===== src/rtl/hazard_stall_unit_if.sv =====
// hazard_stall_unit_if: ID-stage hazard inputs and pipeline-control outputs.
// HAZARD_PERF_CNT_EN adds load_use_cnt / mem_wait_cnt.
interface hazard_stall_unit_if;
  logic [4:0]  rs1_id;
  logic [4:0]  rs2_id;
  logic        rs1_used_id;
  logic        rs2_used_id;
  logic [4:0]  rd_ex;
  logic        mem_read_ex;
  logic        branch_taken_ex;
  logic        dmem_req;
  logic        dmem_ready;
  logic        pc_write;
  logic        if_id_write;
  logic        if_id_flush;
  logic        id_ex_write;
  logic        id_ex_flush;
  logic        ex_mem_write;
  logic        mem_wb_write;
  logic        stall;
  logic        mem_err;
`ifdef HAZARD_PERF_CNT_EN
  logic [31:0] load_use_cnt;
  logic [31:0] mem_wait_cnt;
`endif

  modport master (
    output rs1_id,
    output rs2_id,
    output rs1_used_id,
    output rs2_used_id,
    output rd_ex,
    output mem_read_ex,
    output branch_taken_ex,
    output dmem_req,
    output dmem_ready,
    input  pc_write,
    input  if_id_write,
    input  if_id_flush,
    input  id_ex_write,
    input  id_ex_flush,
    input  ex_mem_write,
    input  mem_wb_write,
    input  stall,
    input  mem_err
`ifdef HAZARD_PERF_CNT_EN
    ,
    input  load_use_cnt,
    input  mem_wait_cnt
`endif
  );

  modport slave (
    input  rs1_id,
    input  rs2_id,
    input  rs1_used_id,
    input  rs2_used_id,
    input  rd_ex,
    input  mem_read_ex,
    input  branch_taken_ex,
    input  dmem_req,
    input  dmem_ready,
    output pc_write,
    output if_id_write,
    output if_id_flush,
    output id_ex_write,
    output id_ex_flush,
    output ex_mem_write,
    output mem_wb_write,
    output stall,
    output mem_err
`ifdef HAZARD_PERF_CNT_EN
    ,
    output load_use_cnt,
    output mem_wait_cnt
`endif
  );
endinterface


===== src/rtl/hazard_stall_unit.sv =====
// hazard_stall_unit: load-use / branch / dmem-wait stall+flush control.
// Optional macro HAZARD_PERF_CNT_EN adds load-use and mem-wait counters.
module hazard_stall_unit #(
  parameter int MEM_TIMEOUT = 16,
  parameter int CNT_W       = 5
) (
  input  logic               clk,
  input  logic               arst_n,
  hazard_stall_unit_if.slave hz
);

  typedef enum logic [1:0] {
    S_RUN,
    S_MEM_WAIT,
    S_ERROR
  } state_t;

  localparam logic [CNT_W-1:0] LP_LAST =
    CNT_W'(MEM_TIMEOUT - 1);
  localparam logic [CNT_W-1:0] LP_ONE = CNT_W'(1);

  state_t           r_state;
  state_t           w_state_nxt;
  logic [CNT_W-1:0] r_wait_cnt;
  logic [CNT_W-1:0] w_wait_cnt_nxt;
  logic             r_mem_err;
  logic             w_mem_err_nxt;

  logic w_mw;
  logic w_lu;
  logic w_rs1_hit;
  logic w_rs2_hit;
  logic w_bubble;
  logic w_freeze_wait;

  logic w_pc_write;
  logic w_if_id_write;
  logic w_if_id_flush;
  logic w_id_ex_write;
  logic w_id_ex_flush;
  logic w_ex_mem_write;
  logic w_mem_wb_write;
  logic w_stall;

  assign w_mw = hz.dmem_req & ~hz.dmem_ready;

  assign w_rs1_hit = hz.rs1_used_id &
                     (hz.rd_ex == hz.rs1_id);
  assign w_rs2_hit = hz.rs2_used_id &
                     (hz.rd_ex == hz.rs2_id);
  assign w_lu = hz.mem_read_ex &
                (hz.rd_ex != 5'd0) &
                (w_rs1_hit | w_rs2_hit);

  // State, wait counter and sticky error register.
  always_ff @(posedge clk or negedge arst_n) begin
    if (!arst_n) begin
      r_state    <= S_RUN;
      r_wait_cnt <= '0;
      r_mem_err  <= 1'b0;
    end else begin
      r_state    <= w_state_nxt;
      r_wait_cnt <= w_wait_cnt_nxt;
      r_mem_err  <= w_mem_err_nxt;
    end
  end

  // Next state and Mealy pipeline controls; release cycle acts like RUN.
  always_comb begin
    w_state_nxt    = r_state;
    w_wait_cnt_nxt = r_wait_cnt;
    w_mem_err_nxt  = r_mem_err;
    w_pc_write     = 1'b1;
    w_if_id_write  = 1'b1;
    w_if_id_flush  = 1'b0;
    w_id_ex_write  = 1'b1;
    w_id_ex_flush  = 1'b0;
    w_ex_mem_write = 1'b1;
    w_mem_wb_write = 1'b1;
    w_stall        = 1'b0;
    w_bubble       = 1'b0;
    w_freeze_wait  = 1'b0;
    unique case (r_state)
      S_RUN, S_MEM_WAIT: begin
        if (w_mw) begin
          w_pc_write     = 1'b0;
          w_if_id_write  = 1'b0;
          w_id_ex_write  = 1'b0;
          w_ex_mem_write = 1'b0;
          w_mem_wb_write = 1'b0;
          w_stall        = 1'b1;
          w_freeze_wait  = 1'b1;
          if (r_state == S_RUN) begin
            w_state_nxt    = S_MEM_WAIT;
            w_wait_cnt_nxt = LP_ONE;
          end else if (r_wait_cnt == LP_LAST) begin
            w_state_nxt   = S_ERROR;
            w_mem_err_nxt = 1'b1;
          end else begin
            w_wait_cnt_nxt = r_wait_cnt + LP_ONE;
          end
        end else begin
          w_state_nxt    = S_RUN;
          w_wait_cnt_nxt = '0;
          if (hz.branch_taken_ex) begin
            w_if_id_flush = 1'b1;
            w_id_ex_flush = 1'b1;
          end else if (w_lu) begin
            w_pc_write    = 1'b0;
            w_if_id_write = 1'b0;
            w_id_ex_flush = 1'b1;
            w_stall       = 1'b1;
            w_bubble      = 1'b1;
          end
        end
      end
      S_ERROR: begin
        w_pc_write     = 1'b0;
        w_if_id_write  = 1'b0;
        w_id_ex_write  = 1'b0;
        w_ex_mem_write = 1'b0;
        w_mem_wb_write = 1'b0;
        w_stall        = 1'b1;
      end
      default: begin
        w_state_nxt    = S_RUN;
        w_wait_cnt_nxt = '0;
      end
    endcase
  end

  assign hz.pc_write     = ~arst_n | w_pc_write;
  assign hz.if_id_write  = ~arst_n | w_if_id_write;
  assign hz.id_ex_write  = ~arst_n | w_id_ex_write;
  assign hz.ex_mem_write = ~arst_n | w_ex_mem_write;
  assign hz.mem_wb_write = ~arst_n | w_mem_wb_write;
  assign hz.if_id_flush  = arst_n & w_if_id_flush;
  assign hz.id_ex_flush  = arst_n & w_id_ex_flush;
  assign hz.stall        = arst_n & w_stall;
  assign hz.mem_err      = arst_n & r_mem_err;

`ifdef HAZARD_PERF_CNT_EN
  logic [31:0] r_load_use_cnt;
  logic [31:0] r_mem_wait_cnt;

  // Free-running wrapping perf counters.
  always_ff @(posedge clk or negedge arst_n) begin
    if (!arst_n) begin
      r_load_use_cnt <= '0;
      r_mem_wait_cnt <= '0;
    end else begin
      if (w_bubble)
        r_load_use_cnt <= r_load_use_cnt + 32'd1;
      if (w_freeze_wait)
        r_mem_wait_cnt <= r_mem_wait_cnt + 32'd1;
    end
  end

  assign hz.load_use_cnt = r_load_use_cnt;
  assign hz.mem_wait_cnt = r_mem_wait_cnt;
`else
  logic w_unused;
  assign w_unused = w_bubble ^ w_freeze_wait;
`endif

endmodule


===== src/flat_wrapper.sv =====
// flat-port wrapper written by rule: the top's interface ports become plain ports
module hazard_stall_unit_flat 
#(
  parameter int MEM_TIMEOUT = 16,
  parameter int CNT_W       = 5
)
  (clk, arst_n, hz_rs1_id, hz_rs2_id, hz_rs1_used_id, hz_rs2_used_id, hz_rd_ex, hz_mem_read_ex, hz_branch_taken_ex, hz_dmem_req, hz_dmem_ready, hz_pc_write, hz_if_id_write, hz_if_id_flush, hz_id_ex_write, hz_id_ex_flush, hz_ex_mem_write, hz_mem_wb_write, hz_stall, hz_mem_err);
  hazard_stall_unit_if hz_i ();
  input  logic clk;
  input  logic arst_n;
  input wire logic [$bits(hz_i.rs1_id)-1:0] hz_rs1_id;
  input wire logic [$bits(hz_i.rs2_id)-1:0] hz_rs2_id;
  input wire logic [$bits(hz_i.rs1_used_id)-1:0] hz_rs1_used_id;
  input wire logic [$bits(hz_i.rs2_used_id)-1:0] hz_rs2_used_id;
  input wire logic [$bits(hz_i.rd_ex)-1:0] hz_rd_ex;
  input wire logic [$bits(hz_i.mem_read_ex)-1:0] hz_mem_read_ex;
  input wire logic [$bits(hz_i.branch_taken_ex)-1:0] hz_branch_taken_ex;
  input wire logic [$bits(hz_i.dmem_req)-1:0] hz_dmem_req;
  input wire logic [$bits(hz_i.dmem_ready)-1:0] hz_dmem_ready;
  output wire logic [$bits(hz_i.pc_write)-1:0] hz_pc_write;
  output wire logic [$bits(hz_i.if_id_write)-1:0] hz_if_id_write;
  output wire logic [$bits(hz_i.if_id_flush)-1:0] hz_if_id_flush;
  output wire logic [$bits(hz_i.id_ex_write)-1:0] hz_id_ex_write;
  output wire logic [$bits(hz_i.id_ex_flush)-1:0] hz_id_ex_flush;
  output wire logic [$bits(hz_i.ex_mem_write)-1:0] hz_ex_mem_write;
  output wire logic [$bits(hz_i.mem_wb_write)-1:0] hz_mem_wb_write;
  output wire logic [$bits(hz_i.stall)-1:0] hz_stall;
  output wire logic [$bits(hz_i.mem_err)-1:0] hz_mem_err;
  assign hz_i.rs1_id = hz_rs1_id;
  assign hz_i.rs2_id = hz_rs2_id;
  assign hz_i.rs1_used_id = hz_rs1_used_id;
  assign hz_i.rs2_used_id = hz_rs2_used_id;
  assign hz_i.rd_ex = hz_rd_ex;
  assign hz_i.mem_read_ex = hz_mem_read_ex;
  assign hz_i.branch_taken_ex = hz_branch_taken_ex;
  assign hz_i.dmem_req = hz_dmem_req;
  assign hz_i.dmem_ready = hz_dmem_ready;
  assign hz_pc_write = hz_i.pc_write;
  assign hz_if_id_write = hz_i.if_id_write;
  assign hz_if_id_flush = hz_i.if_id_flush;
  assign hz_id_ex_write = hz_i.id_ex_write;
  assign hz_id_ex_flush = hz_i.id_ex_flush;
  assign hz_ex_mem_write = hz_i.ex_mem_write;
  assign hz_mem_wb_write = hz_i.mem_wb_write;
  assign hz_stall = hz_i.stall;
  assign hz_mem_err = hz_i.mem_err;
  hazard_stall_unit #(.MEM_TIMEOUT(MEM_TIMEOUT), .CNT_W(CNT_W)) u_core (.clk(clk), .arst_n(arst_n), .hz(hz_i));
endmodule

===== config.mk =====
export PLATFORM = sky130hd
export DESIGN_NAME = hazard_stall_unit_flat
export DESIGN_NICKNAME = d
export VERILOG_FILES = /design/src/rtl/hazard_stall_unit_if.sv /design/src/rtl/hazard_stall_unit.sv /design/src/flat_wrapper.sv
export SDC_FILE = /design/constraint.sdc
export NUM_CORES = 1
export LEC_CHECK = 0
export CAP_MARGIN = 40
export CORE_ASPECT_RATIO = 0.8
export CORE_MARGIN = 2
export CORE_UTILIZATION = 38
export DETAILED_ROUTE_END_ITERATION = 6
export GPL_ROUTABILITY_DRIVEN = 0
export MAX_ROUTING_LAYER = met4
export PLACE_DENSITY = 0.73
export SLEW_MARGIN = 20
export SYNTH_ARGS = -nofsm -noshare
export SYNTH_HDL_FRONTEND = slang
export SYNTH_SLANG_ARGS = --single-unit

===== constraint.sdc =====
create_clock -name clk -period 1.9 [get_ports clk]
set_input_delay 0.38 -clock clk [delete_from_list [all_inputs] [get_ports clk]]
set_output_delay 0.38 -clock clk [all_outputs]
set_load 0.03 [all_outputs]

== After elaboration in Yosys (flattened, before gate mapping) ==
Index checks and enable logic that the tools add are counted.
Storage, ports and cells
  register bits: 8
  latch bits: 0
  memory bits (writable): 0
  memory bits (read-only): 0
  output and inout port bits: 9
  logic and storage cells: 57
  memories kept: 0
Operators by class
  $add $sub $neg: 1
  multiply operators: 0
  divide/modulo/power cells: 0
  $lt $le $gt $ge: 0
  eq/ne operators: 7
  shift-type cells: 0
  muxes and demuxes: 24
  bitwise operators: 16
  reductions and logical operators: 6
Operators by type and width (number)
  2-to-1 mux 5 bit: 3
  2-to-1 mux 1 bit: 13
  equality test 5 bit: 2
  case mux 5 bit (2 select lines): 1
  bitwise AND 1 bit: 9
  inequality test 4 bit, second input constant: 2
  2-to-1 mux 2 bit: 3
  case mux 1 bit (2 select lines): 3
  adder 5 x 1 -> 5 bit, second input constant: 1
  equality test 5 x 4 -> 1 bit, second input constant: 1
  nonzero test 5 bit: 1
  NOT 1 bit: 4
  case mux 2 bit (2 select lines): 1
  AND reduction 2 bit: 2
  AND reduction 4 bit: 1
  bitwise OR 1 bit: 3
  equality test 2 x 1 -> 1 bit, second input constant: 1
  equality test 2 bit, second input constant: 1
  logical NOT 2 bit: 1
  OR reduction 2 bit: 1

== Longest topological paths before layout ==
  word-level depth: 9
  depth in mapped cells: 7
  gate-level depth less buffers: 7

== Worst setup path before layout ==
No wires, ideal clock.
  kind: input to output
  start: input hz_dmem_req
  end: output hz_pc_write
  data arrival time: 2149 ps
  data required time: 1520 ps
  path slack: -629 ps
  stages on the path: 4
  buffers on the path: 1
  cells stage by stage: nor3b_1 o21ai_0 o31a_1 buf_4
Between the ends
  cells in the longest elaborated chain, start to end: 4
Ends and longest elaborated chain
  from (decl): line flat_wrapper.sv:18  | input wire logic [$bits(hz_i.dmem_req)-1:0] hz_dmem_req;
  bitwise AND 1 bit: line hazard_stall_unit.sv:45  | assign w_mw = hz.dmem_req & ~hz.dmem_ready;
  2-to-1 mux 1 bit
  case mux 1 bit (2 select lines)
  bitwise OR 1 bit
  to (decl): line flat_wrapper.sv:20  | output wire logic [$bits(hz_i.pc_write)-1:0] hz_pc_write;
No other way between the ends.

== Final worst setup path ==
  start: input hz_rs1_id[0]
  end: output hz_if_id_write
Between the ends
  cells in the longest elaborated chain, start to end: 9
Ends and longest elaborated chain
  from (decl): line flat_wrapper.sv:11  | input wire logic [$bits(hz_i.rs1_id)-1:0] hz_rs1_id;
  equality test 5 bit: line hazard_stall_unit.sv:48  | (hz.rd_ex == hz.rs1_id);
  bitwise AND 1 bit: line hazard_stall_unit.sv:47  | assign w_rs1_hit = hz.rs1_used_id &
  bitwise OR 1 bit: line hazard_stall_unit.sv:53  | (w_rs1_hit | w_rs2_hit);
  bitwise AND 1 bit: line hazard_stall_unit.sv:52  | (hz.rd_ex != 5'd0) &
  2-to-1 mux 1 bit: line hazard_stall_unit.sv:108  | end else if (w_lu) begin
  2-to-1 mux 1 bit: line hazard_stall_unit.sv:105  | if (hz.branch_taken_ex) begin
  2-to-1 mux 1 bit: line hazard_stall_unit.sv:85  | if (w_mw) begin
  case mux 1 bit (2 select lines): line hazard_stall_unit.sv:83  | unique case (r_state)
  bitwise OR 1 bit: line hazard_stall_unit.sv:133  | assign hz.if_id_write = ~arst_n | w_if_id_write;
  to (decl): line flat_wrapper.sv:21  | output wire logic [$bits(hz_i.if_id_write)-1:0] hz_if_id_write;
No other way between the ends.

==> flow_metrics.tcl <==
set metrics [dict create \
    hold_class "primary input to async pin" \
    wl_per_cell_microns 13.7 \
    status "complete, but fails checks" \
    slew_violations 0 \
    grt_max_degree 10 \
    clkPwrFrac_pct 28.9 \
    grt_pass1_wl_microns 2790 \
    crit_type "primary input to output pin" \
    finalHoldViolCount 0 \
    boundaryPins 32 \
    async_flop_share_pct 100 \
    hold_buffers 0 \
    synth_seq_cells 8 \
    syn_inst 67 \
    grt_usage_pct 20.5 \
    grt_setup_unrepaired "true" \
    synth_area_leaders "dfrtp_1 32%, xor2_1 11%, ha_1 4.0%" \
    seq_area_frac_synth_pct 32.4 \
    cp.required_ns 1.52 \
    endpoint_kind "output pin" \
    rows 12 \
    dp_worst_setup_slack_ns -0.517 \
    diodes 0 \
    holdWs_ns 0.247 \
    path_clk_slew_ns 0.06 \
    synth.cell_area_sq_um 618 \
    first_pass_iters 4 \
    finish.instance_area_sq_mm 0.00107 \
    die_area_sq_mm 0.00197 \
    slowest_stage "o31a_1" \
    synth_largest_area_cell "dfrtp_1" \
    fin_ws_ns -0.117 \
    multi_input_area_sq_um 473 \
    internal-power_mw 0.329 \
    skew_ns 0.0125 \
    cp-start-kind "primary input" \
    clock.fmax_ghz 0.496 \
    clk_path_buf_depth 2 \
    htree_levels 1 \
    worst_slew_pin_slew_ns 0.234 \
    fin_crit_sh_pct 106 \
    ant_nets 0 \
    clkLatencyLatePin_ns 0.27 \
    dp.cells 124 \
    chipHeight_microns 40.1 \
    yosys_most_used_dff "dfrtp_1" \
    place_area_sq_um 978 \
    nets 133 \
    setup_viol 4 \
    synth_top_area_share_pct 32.4 \
    fillers 108 \
    ff_latch_area_sq_um 200 \
    cp_num_buf_inv 2 \
    vias 630 \
    yosys_warnings 0 \
    combPwrFrac_pct 33.2 \
    cts_buffers 3 \
    violations "negative setup slack" \
    synth_edf_count 0 \
    root_buffer "clkbuf_4" \
    maxCapViolCount 0 \
    final_cells 127 \
    port_buffers 31 \
    initial_core_util_pct 42.4 \
    via_per_inst 4.96 \
    seqPwrFrac_pct 37.9 \
    synth_common_cells "8 x dfrtp_1, 8 x xor2_1, 5 x nand2_1, 5 x o21ai_0" \
    cts_num_sinks 8 \
    power_switching_share_pct 29.6 \
    drive_gt1_share_pct 38.7 \
    syn_avg_cell_area_sq_um 9.23 \
    arrival_ns 1.64 \
    p_per_area_mw_per_mm2 435 \
    grt_pass1_vias 602 \
    synth_cell_types 32 \
    switchingPower_mw 0.138 \
    synth_nets 92 \
    chipWidth_microns 49.1 \
    wl_microns 1740 \
    drt-initial-drc-count 17 \
    areaGrowthSynthToFinish_pct 73.9 \
    dpl.hpwl_microns 1390 \
    min_period_ns 2.02 \
    grt-ovfl-total 0 \
    p_leak_nw 0.491 \
    worstPathCellList "clkdlybuf4s15_1 -> xor2_1 -> nor4_2 -> a32oi_2 -> o31a_1 -> buf_6" \
    irDropWorstVdd_mv 0.327 \
    cpLargestDelayFamily "compound AO/OA/AOI/OAI gates" \
    grt_antenna_before_repair 0 \
    cts_tree "built" \
    slew_headroom_pct 84.3 \
    slowest_delay_ns 0.35 \
    cp_max_fo 3 \
    post-cts-setup-buffers 0 \
    drc_errors 0 \
    core_area_sq_mm 0.00146 \
    setup_tns_ns -0.355 \
]
registers in the layout, summed over array words and instances (netlist names):
signal and flops:
u_core.r_state 2, u_core.r_mem_err 1, u_core.r_wait_cnt 5
routing by layer:
layer / vias up / routed length (microns) / track usage [%]
met4: 0 / 17 / 6.43
li1: 314 / - / -
met3: 3 / 71 / 5.60
met5: - / 0 / -
met1: 293 / 874 / 27.6
met2: 20 / 773 / 30.1
per-stage QoR:
step | utilization (%) | power, mW
global placement | 67.2 | 0.320
floorplan | - | 0.237
finish | 73.8 | 0.467
global route | 73.8 | 0.497
CTS | 70.3 | 0.458
detailed placement | 67.2 | 0.321
repair_timing:
| item | CTS | global route |
|---|---|---|
| gates resized for setup | 50 | 16 |
| setup endpoints to repair | 8 | 5 |
| pin swaps | 13 | 7 |
power by group through the flow:
stage | clock, mW | combinational, mW | sequential (mW)
finish | 0.135 | 0.155 | 0.177
detailed placement | 0 | 0.142 | 0.180
global placement | 0 | 0.141 | 0.180
CTS | 0.139 | 0.141 | 0.177
floorplan | 0 | 0.0583 | 0.179
global route | 0.152 | 0.167 | 0.177
final cells by class:
class / count / area share [%]
Clock buffer: 3 / 2.10
Inverter: 2 / 0.698
Multi-Input combinational cell: 54 / 44.0
Sequential cell: 8 / 18.6
Tap cell: 21 / 2.44
Timing Repair Buffer: 39 / 32.1
worst paths after layout:
check                                     startpoint                   end  slack, ns  cells after the start
worst max-delay path                    hz_rs1_id[0]        hz_if_id_write      -0.12                      6
worst min-delay path                          arst_n  u_core.r_wait_cnt[1]       0.25                      2
worst max register to register  u_core.r_wait_cnt[0]  u_core.r_wait_cnt[3]       0.14                      7
worst min register to register      u_core.r_mem_err      u_core.r_mem_err       0.46                      1
max in group asynchronous                     arst_n      u_core.r_mem_err       1.51                      2
min in group clk                    u_core.r_mem_err      u_core.r_mem_err       0.46                      1
worst register-to-register path, stage by stage (launching register included):
cell and delay (ns):
dfrtp_1 0.42, ha_1 0.24, and3_1 0.19, ha_2 0.22, nand4b_1 0.20, nor2b_1 0.14, o21ai_0 0.14, o31ai_1 0.09
layout by cell type, fill, tap and decap left out, types with 2 or more instances in the layout:
cell type	n
nand2_1	5
nor3b_2	2
dfrtp_1	8
xor2_2	3
o21ai_0	4
o21ai_2	2
clkdlybuf4s15_1	2
and2_1	3
xnor2_1	2
buf_4	14
a22o_1	2
nand2b_1	3
dlygate4sd2_1	7
buf_6	7
buf_2	3
clkdlybuf4s50_1	5
inv_1	2
nor2b_1	3
xor2_1	4
clkbuf_4	3
cell families after synthesis:
group	Yosys count	share of synthesized area, %
flip-flops	8	32.4
XOR/XNOR	10	14.2
buffers and inverters	5	4.86
AND/OR/NAND/NOR	26	26.5
adder cells (fa/ha/maj)	2	4.05
AO/OA/AOI/OAI	16	18.0
Note: power is estimated with default switching activity, not from simulation.
